<file path="config.mk">
export PLATFORM = sky130hd
export DESIGN_NAME = unified_mem_arbiter
export DESIGN_NICKNAME = d
export VERILOG_FILES = /design/src/rtl/unified_mem_arbiter_pkg.sv /design/src/rtl/unified_mem_arbiter_starve_guard.sv /design/src/rtl/unified_mem_arbiter.sv
export SDC_FILE = /design/constraint.sdc
export NUM_CORES = 1
export LEC_CHECK = 0
export BUFFER_PORTS_ARGS = -buffer_cell sky130_fd_sc_hd__clkbuf_2
export CELL_PAD_IN_SITES_DETAIL_PLACEMENT = 1
export CELL_PAD_IN_SITES_GLOBAL_PLACEMENT = 2
export CORE_ASPECT_RATIO = 1.4
export CORE_MARGIN = 8
export CORE_UTILIZATION = 19
export CTS_CLUSTER_DIAMETER = 40
export DETAILED_ROUTE_END_ITERATION = 7
export PLACE_DENSITY_LB_ADDON = 0.1
export SYNTH_ARGS = -nofsm -noshare
export SYNTH_HDL_FRONTEND = slang
export SYNTH_HIERARCHICAL = 1
export SYNTH_SLANG_ARGS = --single-unit
</file>
<file path="constraint.sdc">
create_clock -name clk -period 2.8 [get_ports clk]
set_input_delay 0.84 -clock clk [delete_from_list [all_inputs] [get_ports clk]]
set_output_delay 0.84 -clock clk [all_outputs]
set_load 0.01 [all_outputs]
</file>
<file path="src/rtl/unified_mem_arbiter_pkg.sv">
// -----------------------------------------------------------------------------
// unified_mem_arbiter_pkg
//   Shared definitions for the unified instruction/data memory arbiter:
//   FSM state and transaction-owner encodings, legal parameter ranges and
//   internal counter widths.
// -----------------------------------------------------------------------------
package unified_mem_arbiter_pkg;

   // Arbiter FSM: either free to grant, or waiting for a read to return.
   typedef enum logic {
      ST_IDLE    = 1'b0,
      ST_RD_WAIT = 1'b1
   } state_e;

   // Which requester owns the read currently in flight.
   typedef enum logic {
      OWN_IF = 1'b0,
      OWN_D  = 1'b1
   } owner_e;

   // Legal ranges for the top-level parameters.
   localparam int READ_LAT_MIN = 1;
   localparam int READ_LAT_MAX = 4;
   localparam int BURST_MIN    = 1;
   localparam int BURST_MAX    = 15;

   // burst_cnt must hold BURST_MAX; lat_cnt must hold READ_LAT_MAX-1.
   localparam int BURST_CNT_W  = 4;
   localparam int LAT_CNT_W    = 2;

endpackage : unified_mem_arbiter_pkg

</file>
<file path="src/rtl/unified_mem_arbiter_starve_guard.sv">
// -----------------------------------------------------------------------------
// unified_mem_arbiter_starve_guard
//   Bounds how long the data port can keep the fetch port off the memory.
//   Counts consecutive D grants taken while a fetch is waiting; once the count
//   reaches MAX_DATA_BURST and a fetch is still pending, force_if tells the
//   arbiter to hand the next slot to IF.
//
// Ports
//   clk       in   clock, rising edge
//   rst_n     in   synchronous reset, active-low
//   if_req    in   fetch request pending
//   if_gnt    in   fetch granted this cycle
//   d_gnt     in   data access granted this cycle
//   force_if  out  IF must win the next arbitration
// -----------------------------------------------------------------------------
module unified_mem_arbiter_starve_guard
   import unified_mem_arbiter_pkg::*;
#(
   parameter int MAX_DATA_BURST = 4
) (
   input  logic clk,
   input  logic rst_n,
   input  logic if_req,
   input  logic if_gnt,
   input  logic d_gnt,
   output logic force_if
);

   localparam logic [BURST_CNT_W-1:0] BURST_LIMIT = BURST_CNT_W'(MAX_DATA_BURST);

   logic [BURST_CNT_W-1:0] burst_cnt;

   // NOTE: state registers use non-blocking assignments so every flop samples
   // the pre-edge value of every other flop, independent of process order.
   always_ff @(posedge clk) begin
      if (!rst_n) begin
         burst_cnt <= '0;
      end else if (if_gnt) begin
         burst_cnt <= '0;
      end else if (d_gnt) begin
         if (!if_req) begin
            // Nobody was starved by this D access, so the streak ends.
            burst_cnt <= '0;
         end else if (burst_cnt != BURST_LIMIT) begin
            burst_cnt <= burst_cnt + 1'b1;
         end
      end
   end

   assign force_if = if_req && (burst_cnt == BURST_LIMIT);

endmodule : unified_mem_arbiter_starve_guard

</file>
<file path="src/rtl/unified_mem_arbiter.sv">
// -----------------------------------------------------------------------------
// unified_mem_arbiter
//   Shares a single-port unified instruction/data memory between the fetch
//   stage (IF) and the load/store stage (D). One transaction is in flight at a
//   time. D has priority, bounded by a starvation guard that periodically
//   forces an IF grant. Fetches already granted can be cancelled by if_flush:
//   the memory read still completes but its data is discarded.
//
//   Timing: grants and memory strobes are combinational in the grant cycle T.
//   A store completes in T and reports d_valid in T+1. A read reports its
//   valid READ_LAT+1 cycles after the grant; a new grant may share the cycle
//   of that valid pulse.
//
// Ports
//   clk, rst_n                  clock (rising edge), synchronous active-low reset
//   if_req/if_addr              fetch request (level) and address
//   if_flush                    cancel a granted, unreturned fetch
//   if_gnt                      fetch accepted this cycle
//   if_valid/if_rdata           fetch response pulse and held data
//   d_req/d_we/d_addr/d_wdata   data request, store flag, address, store data
//   d_gnt                       data access accepted this cycle
//   d_valid/d_rdata             load data ready or store done; held load data
//   mem_en/mem_we               memory strobe and write enable
//   mem_addr/mem_wdata          memory address (winner) and write data
//   mem_rdata                   memory read data, READ_LAT cycles after mem_en
// -----------------------------------------------------------------------------
module unified_mem_arbiter
   import unified_mem_arbiter_pkg::*;
#(
   parameter int ADDR_W         = 32,
   parameter int DATA_W         = 32,
   parameter int READ_LAT       = 1,
   parameter int MAX_DATA_BURST = 4
) (
   input  logic              clk,
   input  logic              rst_n,
   // fetch port
   input  logic              if_req,
   input  logic [ADDR_W-1:0] if_addr,
   input  logic              if_flush,
   output logic              if_gnt,
   output logic              if_valid,
   output logic [DATA_W-1:0] if_rdata,
   // data port
   input  logic              d_req,
   input  logic              d_we,
   input  logic [ADDR_W-1:0] d_addr,
   input  logic [DATA_W-1:0] d_wdata,
   output logic              d_gnt,
   output logic              d_valid,
   output logic [DATA_W-1:0] d_rdata,
   // memory macro
   output logic              mem_en,
   output logic              mem_we,
   output logic [ADDR_W-1:0] mem_addr,
   output logic [DATA_W-1:0] mem_wdata,
   input  logic [DATA_W-1:0] mem_rdata
);

   // ---------------------------------------------------------------------------
   // Parameter legality, reported at elaboration
   // ---------------------------------------------------------------------------
   if (READ_LAT < READ_LAT_MIN || READ_LAT > READ_LAT_MAX) begin : g_bad_read_lat
      $error("unified_mem_arbiter: READ_LAT=%0d outside %0d..%0d",
             READ_LAT, READ_LAT_MIN, READ_LAT_MAX);
   end
   if (MAX_DATA_BURST < BURST_MIN || MAX_DATA_BURST > BURST_MAX) begin : g_bad_burst
      $error("unified_mem_arbiter: MAX_DATA_BURST=%0d outside %0d..%0d",
             MAX_DATA_BURST, BURST_MIN, BURST_MAX);
   end

   localparam logic [LAT_CNT_W-1:0] LAT_INIT = LAT_CNT_W'(READ_LAT - 1);

   // ---------------------------------------------------------------------------
   // Declarations
   // ---------------------------------------------------------------------------
   state_e               state;
   state_e               state_nxt;
   owner_e               owner;
   logic                 drop;      // current IF read has been flushed
   logic [LAT_CNT_W-1:0] lat_cnt;   // cycles left until mem_rdata is valid
   logic                 force_if;
   logic                 rd_grant;  // a read is launched this cycle
   logic                 rd_done;   // mem_rdata is valid this cycle

   // ---------------------------------------------------------------------------
   // Starvation guard
   // ---------------------------------------------------------------------------
   unified_mem_arbiter_starve_guard #(
      .MAX_DATA_BURST (MAX_DATA_BURST)
   ) u_arb_starve_guard (
      .clk      (clk),
      .rst_n    (rst_n),
      .if_req   (if_req),
      .if_gnt   (if_gnt),
      .d_gnt    (d_gnt),
      .force_if (force_if)
   );

   // ---------------------------------------------------------------------------
   // FSM: state register
   // ---------------------------------------------------------------------------
   always_ff @(posedge clk) begin
      if (!rst_n) begin
         state <= ST_IDLE;
      end else begin
         state <= state_nxt;
      end
   end

   // ---------------------------------------------------------------------------
   // FSM: next-state logic
   // ---------------------------------------------------------------------------
   // NOTE: every variable assigned in an always_comb gets a default first, so
   // no path leaves it unassigned and no latch is inferred.
   always_comb begin
      state_nxt = state;
      unique case (state)
         ST_IDLE: begin
            if (rd_grant) begin
               state_nxt = ST_RD_WAIT;
            end
         end
         ST_RD_WAIT: begin
            if (lat_cnt == '0) begin
               state_nxt = ST_IDLE;
            end
         end
         default: state_nxt = ST_IDLE;
      endcase
   end

   // ---------------------------------------------------------------------------
   // FSM: outputs (arbitration and grants)
   // ---------------------------------------------------------------------------
   // Grants exist only in IDLE and are suppressed while reset is asserted.
   always_comb begin
      if_gnt = 1'b0;
      d_gnt  = 1'b0;
      if (rst_n && state == ST_IDLE) begin
         if (d_req && !force_if) begin
            d_gnt = 1'b1;
         end else if (if_req) begin
            if_gnt = 1'b1;
         end
      end
   end

   assign mem_en    = if_gnt | d_gnt;
   assign mem_we    = d_gnt & d_we;
   assign mem_addr  = d_gnt ? d_addr : if_addr;
   assign mem_wdata = d_wdata;

   assign rd_grant  = mem_en & ~mem_we;
   assign rd_done   = (state == ST_RD_WAIT) && (lat_cnt == '0);

   // ---------------------------------------------------------------------------
   // Read bookkeeping: owner, latency countdown, flush tracking
   // ---------------------------------------------------------------------------
   always_ff @(posedge clk) begin
      if (!rst_n) begin
         owner   <= OWN_IF;
         lat_cnt <= '0;
         drop    <= 1'b0;
      end else if (rd_grant) begin
         owner   <= d_gnt ? OWN_D : OWN_IF;
         lat_cnt <= LAT_INIT;
         // A fetch granted while being flushed is already stale.
         drop    <= if_gnt & if_flush;
      end else if (state == ST_RD_WAIT) begin
         if (lat_cnt != '0) begin
            lat_cnt <= lat_cnt - 1'b1;
         end
         if (rd_done) begin
            drop <= 1'b0;
         end else if (owner == OWN_IF && if_flush) begin
            drop <= 1'b1;
         end
      end
   end

   // ---------------------------------------------------------------------------
   // Response registers
   // ---------------------------------------------------------------------------
   // Stores complete in the grant cycle and reads complete in RD_WAIT, so the
   // two valid sources never collide and the valids are mutually exclusive.
   always_ff @(posedge clk) begin
      if (!rst_n) begin
         if_valid <= 1'b0;
         d_valid  <= 1'b0;
         if_rdata <= '0;
         d_rdata  <= '0;
      end else begin
         if_valid <= 1'b0;
         d_valid  <= d_gnt & d_we;
         if (rd_done) begin
            if (owner == OWN_D) begin
               d_rdata <= mem_rdata;
               d_valid <= 1'b1;
            end else if (!drop && !if_flush) begin
               // A flush in this final wait cycle still cancels the fetch.
               if_rdata <= mem_rdata;
               if_valid <= 1'b1;
            end
         end
      end
   end

endmodule : unified_mem_arbiter
</file>
# --- After elaboration in Yosys (flattened, before gate mapping) ---
# Cells that the tools add are included.
word_totals:
  ff_bits: 75
  input_bits: 134
  output_inout_bits: 134
  word_cells: 63
op_classes:
  addsub: 2
  eq_ne: 3
  n_mux: 19
  n_bitwise: 9
  n_reduce_logical: 21
op_table:
  columns: ["cell", "count"]
  rows:
  - ["$mux W32", 1]
  - ["$mux W1", 15]
  - ["$mux W4", 2]
  - ["$reduce_and A2 Y1", 4]
  - ["$logic_and A1 B1 Y1", 6]
  - ["$not A1 Y1", 5]
  - ["$add A4 B1 Y4 const B", 1]
  - ["$eq A4 B3 Y1 const B", 1]
  - ["$ne A4 B3 Y1 const B", 1]
  - ["$reduce_bool A2 Y1", 2]
  - ["$reduce_or A2 Y1", 2]
  - ["$and A1 B1 Y1", 3]
  - ["$logic_not A1 Y1", 3]
  - ["$reduce_and A3 Y1", 1]
  - ["$reduce_bool A3 Y1", 1]
  - ["$reduce_or A3 Y1", 1]
  - ["$logic_not A2 Y1", 1]
  - ["$ne A2 B1 Y1 const B", 1]
  - ["$pmux W1 S2", 1]
  - ["$sub A2 B1 Y2 const B", 1]
  - ["$or A1 B1 Y1", 1]

# --- Logic depth before layout (Yosys ltp) ---
# Gate-level depths: netlist of the first run.
logic_depth:
  ltp_word: 11
  mapped_depth: 10
  mapped_depth_nobuf: 9

# --- Hierarchy ---
# The synthesis of the first run kept the hierarchy.
modules_own_cells:
  columns: ["module", "instances", "cells_per_inst", "area_per_inst_um2", "seq_area_each_um2"]
  rows:
  - ["unified_mem_arbiter", 1, 401, 3419.5, 1421.4]
  - ["unified_mem_arbiter_starve_guard", 1, 28, 249.0, 80.1]

# --- Worst setup path before layout of the first run ---
# No wires, ideal clock.
synth_timing:
  path_kind: "input-to-output"
  startpoint: "input port if_req"
  endpoint: "output port mem_addr[17]"
  arrival_ns: 2.051
  required_time_ns: 1.960
  slack_ns: -0.091
  path_stages: 6
  n_path_buf: 2
  cell_sequence: "nand4b_1 inv_2 nor4bb_1 buf_2 buf_6 mux2_1"
synth_via:
  elab_chain_len: 6
synth_rtl:
  columns: ["element", "line", "source"]
  rows:
  - ["start, declared", "unified_mem_arbiter.sv:38", "input logic if_req,"]
  - ["$logic_and A1 B1 Y1", "unified_mem_arbiter_starve_guard.sv:50", "assign force_if = if_req && (burst_cnt == BURST_LIMIT);"]
  - ["net force_if", "unified_mem_arbiter.sv:82", "logic force_if;"]
  - ["$logic_not A1 Y1", "unified_mem_arbiter.sv:141", "if (d_req && !force_if) begin"]
  - ["$logic_and A1 B1 Y1", "unified_mem_arbiter.sv:141", null]
  - ["$mux W1", "unified_mem_arbiter.sv:141", null]
  - ["$mux W1", "unified_mem_arbiter.sv:140", "if (rst_n && state == ST_IDLE) begin"]
  - ["net d_gnt", "unified_mem_arbiter.sv:49", "output logic d_gnt,"]
  - ["$mux W32", "unified_mem_arbiter.sv:151", "assign mem_addr = d_gnt ? d_addr : if_addr;"]
  - ["end, declared", "unified_mem_arbiter.sv:55", "output logic [ADDR_W-1:0] mem_addr,"]
# The timed path passes the listed nets, and every way through them passes these cells.

# --- Final worst setup path of the first run ---
layout_timing:
  startpoint: "input port if_req"
  endpoint: "output port mem_addr[23]"
layout_via:
  elab_chain_len: 6
layout_rtl:
  columns: ["element", "line"]
  rows:
  - ["$logic_and A1 B1 Y1", "unified_mem_arbiter_starve_guard.sv:50"]
  - ["net force_if", "unified_mem_arbiter.sv:82"]
  - ["$logic_not A1 Y1", "unified_mem_arbiter.sv:141"]
  - ["$logic_and A1 B1 Y1", "unified_mem_arbiter.sv:141"]
  - ["$mux W1", "unified_mem_arbiter.sv:141"]
  - ["$mux W1", "unified_mem_arbiter.sv:140"]
  - ["$mux W32", "unified_mem_arbiter.sv:151"]
# The timed path passes the listed nets, and every way through them passes these cells.

==> parameters.txt, run 1 <==
Parameter                              Value

Route
  Detailed-route DRC error count    0
  Drt first pass iters    4
  DR iter-0 viols    90
  Antenna viol nets, final    0
  Post-DR vias/cell    4.423
  Wirelength, routed    16.53 mm
  Routed via count    around 3,800
  Per-cell routed wire length    19.18 um

Timing
  Worst slew margin    60.10%
  Transition time at the pin with the least slew margin    0.5985 ns
  Post-route fraction of the period consumed by the critical path    111.3%
  Maximum clock frequency    320.8 MHz
  Final-report setup violation count    34
  Post-layout worst setup margin    -0.3176 ns
  Worst Skew    0.01240 ns
  Hold violation total from the final report    0
  Final-report max-slew violation count    0
  Time the worst path needs with I/O delays and setup    between 3 and 4 ns
  Setup repair after global routing missed its margin    true

CTS
  Clock tree root driver cell    sky130_fd_sc_hd__clkbuf_16
  Insertion delay to the later sink of the worst-skew pair    0.34 ns
  Buffer levels on the longest clock path    2
  Num CTS Buffers    9
  Clock slew at the register clock pins of the worst setup and hold paths    roughly 0.060 ns
  Sink Count    75
  Clock tree from TritonCTS    yes
  H-tree Lvls    3

Power and ir drop
  Total net switching power    between 0.7 and 0.8 mW
  Internal    1.993 mW
  Leak    2.424 nW
  Share of total power in the clock network    39.0%
  Power density of the placed cells    495.2 nW/um^2
  Net Sw Frac    between 20% and 30%
  Reg power frac    40.6%
  Portion of total power attributed to combinational logic    20.4%
  Worst IR Drop VDD    0.0002249 V

Critical path
  CP max stage delay    around 0.31 ns
  Most prevalent standard cell on the critical path    sky130_fd_sc_hd__buf_6
  CP startpoint kind    input port
  Largest delay contributor family on the critical path    buffers and inverters
  Data arrival time of the critical path    2.28 ns
  Cells along the critical path    buf_6 > nand4b_1 > inv_2 > nor4bb_4 > buf_6 > clkbuf_16 > mux2_4 > buf_6
  Worst Path Max Fanout    8
  Bufs and invs on worst path    5
  Nature of the critical path endpoint    output pin
  Critical path class    in2out
  Worst path required time    1.96 ns
  Slowest CP cell    sky130_fd_sc_hd__nor4bb_4

Floorplanning
  Rows    60
  I/O pin cnt    268
  Height of the die    180.4 um
  Starting Density    19.24%
  Overall die area    24,070 sq um
  DIE WIDTH    133.4 um
  Core ar.    19,070 sq um

Synthesis
  FF+latch count, synth    75
  Compound-cell area share of the yosys netlist    between 10% and 20%
  Synth top area share    40.93%
  Area share of and/or/nand/nor cells after synthesis    18.45%
  Main area contributors after synthesis    sky130_fd_sc_hd__dfxtp_1 41%, sky130_fd_sc_hd__a21oi_1 9.7%, sky130_fd_sc_hd__mux2_1 8.9%
  Seq/Total Area, Yosys    roughly 40%
  Number of enable flip-flop cells after synthesis    0
  Most common cell in the synthesized netlist    sky130_fd_sc_hd__dfxtp_1
  Post-synth net total    roughly 570
  Top cells by count, synth    75 x sky130_fd_sc_hd__dfxtp_1, 71 x sky130_fd_sc_hd__a21oi_1, 68 x sky130_fd_sc_hd__nand2_1
  Post-synthesis mux area share    slightly above 10%
  Asr flop ratio synth    0%
  Mean area per synthesized cell    8.551 sq um
  Share of the synthesized netlist area taken by xor and xnor gates    0%
  Predominant post-synthesis flop cell    sky130_fd_sc_hd__dfxtp_1
  Netlist area before placement    3669 sq um
  Fraction of the mapped netlist area in adder cells    1.023%
  Synth area leader    sky130_fd_sc_hd__dfxtp_1
  Yosys warning total    6
  Cells after synthesis    429
  Combinational family with the most area after synthesis    simple AND/OR/NAND/NOR gates
  Number of different library cells in the post-synthesis netlist    38

Final layout
  Total of fill cells in the finished design    2,285
  Final standard cell area without fillers    5583 sq um
  Flip-flop and latch area    1504 sq um
  Non-Filler Instances    862
  # nets final    about 750
  Layout cells sized above 1    48.70%
  Area of the multi-input gates    1903 sq um
  Synth-to-layout area growth    52.18%
  Number of inserted diodes    0

Placed design
  Routability cong.    between 0.7 and 0.8
  Placed cells    835
  Total half-perimeter wirelength after legalization and detailed placement    12.28 mm
  Total cell area at the placement stage    between 4000 and 5000 sq um
  I/O Buffers    ~200

Status
  Result of the run    complete, but fails checks
  Violations in the final reports    setup timing

Flow run
  # Max-Cap Violations    0

Global routing
  Gr ovfl total    0
  Via count of the first global-routing pass    4,211
  Pin count of the biggest net entering global routing    39
  First-pass GRT wire length    24.82 mm
  Antenna violations before repair    0
  GRT Resource Usage Total    around an eighth

Hold path
  Worst Hold Class    reg2reg
-- layout by cell type, fill, tap and decap left out, drive strengths merged, types with 3 or more instances in the layout --
master	n
clkbuf	188
dfxtp	75
a21oi	71
nand2	68
buf	58
o21ai	36
mux2	33
nand3b	32
inv	9
nor2b	4
nand2b	4
clkinvlp	3
ha	3
-- worst paths after layout --
path                                        start                              end  slack [ns]  cells after the start
hold reg to reg                       d_rdata[26]                      d_rdata[26]        0.46                      2
setup reg to reg  u_arb_starve_guard/burst_cnt[0]  u_arb_starve_guard/burst_cnt[2]        0.62                     12
setup / recovery                           if_req                     mem_addr[23]       -0.32                      8
hold / removal                        d_rdata[26]                      d_rdata[26]        0.46                      2
-- logic make-up (layout without fill, tap and decap cells) --
kind of cell | count (synthesis) | after routing
compound gates | 118 | 118
buf+inv | 74 | 259
flops | 75 | 75
simple gates | 126 | 126
mux | 33 | 33
fa+ha+maj | 3 | 3
-- routing by layer --
metal / GRT usage [%] / vias to the layer above / share of wire (%)
met1: 12.17 / 1792 / 36
met3: 5.748 / 25 / 9.1
met5: 0 / - / 0
li1: - / 1810 / -
met2: 24.84 / 186 / 53
met4: 4.461 / 0 / 1.9
-- power groups by stage --
stage	clock network (mW)	logic [mW]	registers [mW]
after floorplan	0	0.290	1.15
after global placement	0	0.486	1.15
after detailed placement	0	0.494	1.15
after CTS	1.13	0.522	1.12
after global routing	1.16	0.612	1.13
final	1.08	0.563	1.12
-- layout make-up --
| type | count | share of cell area (%) |
|---|---|---|
| multi-input combinational | 280 | 34.09 |
| clock inverter | 5 | 0.7172 |
| sequential | 75 | 26.94 |
| clock buffer | 10 | 4.101 |
| inverter | 8 | 0.5379 |
| timing repair buffer | 236 | 28.06 |
| tap | 248 | 5.558 |
-- through the flow --
step	hold slack, ns	util (%)	worst slack, ns	setup TNS [ns]	power (mW)
floorplan	0.4669	-	-0.03805	-1.049	1.444
global placement	0.4428	25.83	-0.2997	-8.481	1.633
detailed placement	0.4491	25.83	-0.3566	-10.08	1.642
CTS	0.4588	27.91	-0.2783	-8.293	2.775
global route	0.4758	29.28	-0.3823	-11.91	2.896
finish	0.4557	29.28	-0.3176	-9.708	2.765
-- state kept, by name (all words and copies together), names as in the netlist --
register,flops
d_rdata,32
if_rdata,32
u_arb_starve_guard/burst_cnt,4
lat_cnt,2
d_valid,1
drop,1
if_valid,1
owner,1
state,1
-- tightest hold or removal path, stage by stage (launching register included) --
cell,delay (ns)
sky130_fd_sc_hd__dfxtp_1,0.31
sky130_fd_sc_hd__nand2_1,0.05
sky130_fd_sc_hd__a21oi_1,0.05
-- repair_timing --
action | CTS | global route
hold endpoints to repair | 0 | 0
endpoints found under the setup margin | 34 | 36
resized for setup | 13 | 62
gates cloned | 2 | 2
buffers inserted | 4 | 6
pin swaps | 2 | 4
hold buffers | 0 | 0
Power figures use the tool's default switching activity.
==> run 2: changes to the inputs <==
CORE_MARGIN = 2   (was 8)
RECOVER_POWER = 100   (was unset)
==> run 2 against run 1 <==
Against the previous run:
- the flow still finishes with violations (setup timing)
- clock skew down 0.0046 ns
- sequential cell count unchanged
- combinational power down 5.5%
- global-route usage up 0.93 points
- cell count up 1.4%
- clock power about the same
- worst setup slack better by 0.034 ns
- critical path depth unchanged
==> parameters.txt, run 2 (synthesized netlist as in run 1, its figures left out) <==
Parameter                              Value

Critical path
  Critical path startpoint    if_req
  Nature of the critical path endpoint    output pin
  Critical path class    in2out
  Worst setup slack for register-to-register paths    -0.09 ns
  Data arrival time of the critical path    2.24 ns
  Capture point of the worst reg-to-reg path    u_arb_starve_guard/burst_cnt[0]
  CP startpoint kind    input port
  Reg-to-reg critical path startpoint    u_arb_starve_guard/burst_cnt[1]
  Worst Path Max Fanout    7
  Worst reg-to-reg path cell count    22
  Worst path required time    between 1.5 and 2 ns
  Critical path destination    mem_addr[20]

Timing
  Post-layout worst setup margin    -0.2832 ns
  Final-report setup violation count    36
  Transition time at the pin with the least slew margin    a little over 0.6 ns
  Maximum clock frequency    324.3 MHz
  Worst slew margin    59.53%
  Worst Hold Slack    0.4526 ns
  Post-route fraction of the period consumed by the critical path    110.1%
  Hold violation total from the final report    0
  Time the worst path needs with I/O delays and setup    about 3.1 ns
  Worst Skew    0.007832 ns
  Setup repair after global routing missed its margin    true
  Final-report max-slew violation count    0

Power and ir drop
  Power density of the placed cells    491.4 nW/um^2
  Total Power Consumption    2.736 mW
  Net Sw Frac    27.98%
  Reg power frac    between 40% and 50%
  Portion of total power attributed to combinational logic    19.4%
  Total net switching power    0.7658 mW
  Share of total power in the clock network    39.6%
  Worst IR Drop VDD    0.0001828 V
  Leak    2.249 nW
  Internal    1.971 mW

Route
  Per-cell routed wire length    17.43 um
  Antenna viol nets, final    0
  DR iter-0 viols    86
  Detailed-route DRC error count    0
  Drt first pass iters    4
  Routed via count    3,810
  Post-DR vias/cell    4.359
  Wirelength, routed    15.24 mm

Global routing
  GRT Resource Usage Total    14.09%
  Pin count of the biggest net entering global routing    39
  Antenna violations before repair    0
  Via count of the first global-routing pass    3,883
  Gr ovfl total    0
  First-pass GRT wire length    21.85 mm

CTS
  Clock tree from TritonCTS    yes
  Clock slew at the register clock pins of the worst setup and hold paths    0.06 ns
  H-tree Lvls    3
  Num CTS Buffers    9
  Clock tree root driver cell    sky130_fd_sc_hd__clkbuf_16
  Hold buffers post-CTS    0
  Insertion delay to the later sink of the worst-skew pair    0.34 ns
  Buffer levels on the longest clock path    2
  Sink Count    75

Floorplanning
  Core ar.    19,070 sq um
  Overall die area    20,450 sq um
  Starting Density    19.24%
  I/O pin cnt    between 200 and 300
  DIE WIDTH    121.4 um
  Height of the die    168.4 um
  Rows    60

Final layout
  Largest registers    d_rdata: 32 flops, if_rdata: 32 flops, u_arb_starve_guard/burst_cnt: 4 flops
  Synth-to-layout area growth    51.81%
  Leading cell types in the layout, fill and taps excluded    122 x sky130_fd_sc_hd__clkbuf_2, 73 x sky130_fd_sc_hd__dfxtp_1, 69 x sky130_fd_sc_hd__a21oi_1
  Most common cell after layout, fill and taps aside    sky130_fd_sc_hd__clkbuf_2
  # nets final    759
  Layout cells sized above 1    40.10%
  Number of inserted diodes    0
  Final core occ    29.21%
  Non-Filler Instances    874

Flow run
  # Max-Cap Violations    0

Placed design
  Placed cells    834
  Pre-CTS setup slack    -0.3084 ns
  Total half-perimeter wirelength after legalization and detailed placement    11.01 mm
  I/O Buffers    203
  Routability cong.    a little under 0.7

Hold path
  Hold_sp    d_rdata[18]
  Worst Hold Class    reg2reg

Status
  Result of the run    complete, but fails checks
  Violations in the final reports    setup timing
run 2: power by group through the flow:
stage               Combinational, mW  Sequential (mW)  Clock [mW]
floorplan                       0.290             1.15           0
global placement                0.481             1.15           0
detailed placement              0.486             1.15           0
CTS                             0.511             1.12        1.14
global route                    0.578             1.13        1.17
finish                          0.532             1.12        1.08
run 2: per-stage QoR:
stage | instance area (sq um) | TNS [ns]
6_report | 5569 | -8.612
5_1_grt | 5569 | -10.69
4_1_cts | 5465 | -7.178
3_5_place_dp | 4923 | -8.684
3_3_place_gp | 4923 | -7.629
2_1_floorplan | 3796 | -1.049
run 2: critical path, stage by stage:
cell,delay (ns)
sky130_fd_sc_hd__buf_6,0.10
sky130_fd_sc_hd__nand4b_1,0.13
sky130_fd_sc_hd__inv_2,0.07
sky130_fd_sc_hd__nor4bb_4,0.28
sky130_fd_sc_hd__buf_6,0.21
sky130_fd_sc_hd__clkbuf_16,0.18
sky130_fd_sc_hd__mux2_4,0.30
sky130_fd_sc_hd__clkbuf_2,0.13
run 2: how the worst min path moves through the flow:
stage                                                  to  depth (start not counted)
after global routing                           d_rdata[5]                          2
after detailed placement                       d_rdata[3]                          2
after CTS                                      d_rdata[3]                          2
after floorplan           u_arb_starve_guard/burst_cnt[2]                          2
final                                         d_rdata[18]                          2
after global placement                        d_rdata[28]                          2
run 2: timing repair:
item / 4_1_cts / 5_1_grt
endpoints found under the setup margin: 33 / 39
setup buffers: 20 / 3
endpoints found under the hold margin: 0 / 0
cloned: 2 / 1
pin swaps: 6 / 4
resized for setup: 21 / 45
run 2: per-layer routing:
metal | up-vias | part of all wire, % | global-route usage [%]
met5 | - | 0 | 0
met4 | 0 | 1.4 | 4.448
met3 | 16 | 9.4 | 4.912
met2 | 182 | 54 | 27.63
met1 | 1781 | 35 | 13.38
li1 | 1831 | - | -
run 2: area by class of cell:
cell class	instances	area [sq um]
multi-input cells	280	1912
well taps	248	310.3
clock inverters	5	40.04
flip-flops and latches	75	1504
clock buffers	10	229.0
inverters	8	30.03
repair buffers	248	1544
fillers	2325	13500
==> run 3: changes to the inputs <==
ABC_AREA = 1   (was unset)
CORE_UTILIZATION = 17   (was 19)
==> run 3 against run 2 <==
Against the previous run:
- the run now ends clean
- worst setup slack gained 0.37 ns
- sequential share of layout area grew 2.9 points
- core utilization shrank 4.4 points
- clock skew grew 0.0019 ns
- highest routed layer is now met5
==> parameters.txt, run 3 <==
Parameter                              Value

CTS
  H-tree Lvls    3
  Sink Count    75
  Clock tree root driver cell    sky130_fd_sc_hd__clkbuf_16
  Clock tree from TritonCTS    yes
  Num CTS Buffers    9
  Clock slew at the register clock pins of the worst setup and hold paths    about 0.06 ns
  Insertion delay to the later sink of the worst-skew pair    0.34 ns
  Buffer levels on the longest clock path    2

Critical path
  CP startpoint kind    input port
  Critical path class    in2out
  Worst path required time    1.96 ns
  Reg-to-reg critical path startpoint    lat_cnt[0]
  Cells along the critical path    buf_6 > nand4_2 > inv_2 > inv_2 > nand2_2 > inv_2 > nand2_4 > inv_8 > buf_12 > buf_16 > nand2_1 > nand2_1 > clkbuf_2
  Data arrival time of the critical path    1.87 ns
  Worst Path Max Fanout    9
  Most prevalent standard cell on the critical path    sky130_fd_sc_hd__inv_2
  CP max stage delay    0.13 ns
  Nature of the critical path endpoint    output pin
  Slowest CP cell    sky130_fd_sc_hd__buf_16
  Worst reg-to-reg path cell count    6
  Critical path startpoint    if_req

Timing
  Final-report setup violation count    0
  Hold violation total from the final report    0
  Post-route fraction of the period consumed by the critical path    96.81%
  Setup repair after global routing missed its margin    false
  Post-layout worst setup margin    0.08928 ns
  Worst Skew    0.009720 ns
  Transition time at the pin with the least slew margin    1.266 ns
  Worst slew margin    15.58%
  Time the worst path needs with I/O delays and setup    between 2 and 3 ns
  Final setup TNS    0 ns
  Maximum clock frequency    roughly 370 MHz
  Final-report max-slew violation count    0

Global routing
  Antenna violations before repair    1
  Pin count of the biggest net entering global routing    70
  Gr ovfl total    0
  First-pass GRT wire length    20.87 mm
  GRT Resource Usage Total    12.19%
  Via count of the first global-routing pass    3,873

Placed design
  Total half-perimeter wirelength after legalization and detailed placement    approximately 9.7 mm
  Routability cong.    0.7448
  I/O Buffers    203
  Pre-CTS setup slack    approximately 0.034 ns
  Total cell area at the placement stage    4591 sq um

Final layout
  Leading cell types in the layout, fill and taps excluded    160 x sky130_fd_sc_hd__clkbuf_2, 107 x sky130_fd_sc_hd__nand2_1, 73 x sky130_fd_sc_hd__dfxtp_1
  Most common cell after layout, fill and taps aside    sky130_fd_sc_hd__clkbuf_2
  Layout cells sized above 1    roughly 33%
  # nets final    813
  Total of fill cells in the finished design    2,567
  Synth-to-layout area growth    44.56%
  Largest registers    d_rdata: 32 flops, if_rdata: 32 flops, u_arb_starve_guard/burst_cnt: 4 flops
  Flip-flop and latch area    1506 sq um
  Final standard cell area without fillers    5037 sq um
  Area of the multi-input gates    1446 sq um
  Number of inserted diodes    0

Synthesis
  Synth area leader    sky130_fd_sc_hd__dfxtp_1
  Asr flop ratio synth    0%
  Cells after synthesis    502
  FF+latch count, synth    75
  Number of enable flip-flop cells after synthesis    0
  Seq/Total Area, Yosys    a little over two fifths
  Synth top area share    roughly 43%
  Top cells by count, synth    116 x sky130_fd_sc_hd__nand2_1, 75 x sky130_fd_sc_hd__dfxtp_1, 68 x sky130_fd_sc_hd__nor2_1
  Predominant post-synthesis flop cell    sky130_fd_sc_hd__dfxtp_1
  Number of different library cells in the post-synthesis netlist    23
  Most common cell in the synthesized netlist    sky130_fd_sc_hd__nand2_1
  Mean area per synthesized cell    6.941 sq um
  Post-synth net total    639
  Yosys warning total    6
  Netlist area before placement    ~3500 sq um
  Main area contributors after synthesis    sky130_fd_sc_hd__dfxtp_1 43%, sky130_fd_sc_hd__nand2_1 12%, sky130_fd_sc_hd__buf_4 8.2%

Route
  Detailed-route DRC error count    0
  Antenna viol nets, final    0
  DR iter-0 viols    74
  Post-DR vias/cell    4.041
  Wirelength, routed    13.19 mm
  Drt first pass iters    4
  Per-cell routed wire length    ~14 um
  Routed via count    3,786

Floorplanning
  Overall die area    approximately 22,000 sq um
  DIE WIDTH    125 um
  Core ar.    a little over 20,000 sq um
  I/O pin cnt    about 270
  Rows    62
  Height of the die    173.4 um
  Starting Density    17.14%

Power and ir drop
  Leak    2.350 nW
  Worst IR Drop VDD    0.0002993 V
  Power density of the placed cells    573.8 nW/um^2

Flow run
  # Max-Cap Violations    0

Hold path
  Worst Hold Class    reg2reg
  Hold_sp    d_rdata[31]
  Hold path cells    2

Status
  Result of the run    complete, no violations
-- run 3: power breakdown --
group | internal [mW] | total, mW | switching, mW | leakage (nW)
clock | 0.817 | 1.32 | 0.503 | 0.161
sequential | 1.10 | 1.13 | 0.0227 | 0.608
combinational | 0.194 | 0.443 | 0.249 | 1.58
-- run 3: final timing paths --
kind | to | slack, ns
hold reg to reg | d_rdata[31] | 0.45
setup reg to reg | if_rdata[30] | 1.02
hold / removal | d_rdata[31] | 0.45
setup / recovery | mem_addr[13] | 0.09
-- run 3: critical path, delay by kind of cell --
kind	cells	cell delay [ns]
buffers and inverters	8	0.64
AND/OR/NAND/NOR	5	0.38
-- run 3: cell type report --
cell class                      instances  share of cell area [%]
Clock inverter                          6                   1.913
Clock buffer                           10                   4.744
Multi-Input combinational cell        314                   28.71
Inverter                               55                   4.247
Tap cell                              256                   6.359
Timing Repair Buffer                  221                   24.12
Sequential cell                        75                   29.91
-- run 3: cell families after synthesis --
| family | Yosys count | synth area share [%] |
|---|---|---|
| xor gates and xnor gates | 1 | 0.2514 |
| buffers and inverters | 113 | 16.62 |
| and+or+nand+nor | 206 | 23.91 |
| DFF | 75 | 43.09 |
| adders and majority gates | 3 | 1.077 |
| AOI/OAI and AO/OA | 104 | 15.05 |
-- run 3: repair_timing --
item | in CTS | in global routing
cloned | 2 | 0
setup buffers | 4 | 3
pin swaps | 1 | 5
hold buffers | 0 | 0
gates resized for setup | 11 | 26
setup endpoints to repair | 33 | 25
-- run 3: stage by stage --
step | std cells | power [mW] | hold slack, ns | utilization, %
after floorplan | 502 | 1.407 | 0.4259 | -
after global placement | 913 | 1.581 | 0.4346 | 22.59
after detailed placement | 913 | 1.587 | 0.4396 | 22.59
after CTS | 935 | 2.963 | 0.4490 | 24.91
after global routing | 937 | 3.058 | 0.4685 | 24.78
final | 937 | 2.891 | 0.4451 | 24.78
-- run 3: metal layers --
metal	vias to the layer above	GRT usage [%]	part of all wire (%)
met2	132	21.88	52
met5	-	0	0.099
met1	1758	13.64	40
li1	1884	-	-
met4	2	3.796	1.0
met3	10	3.920	6.5
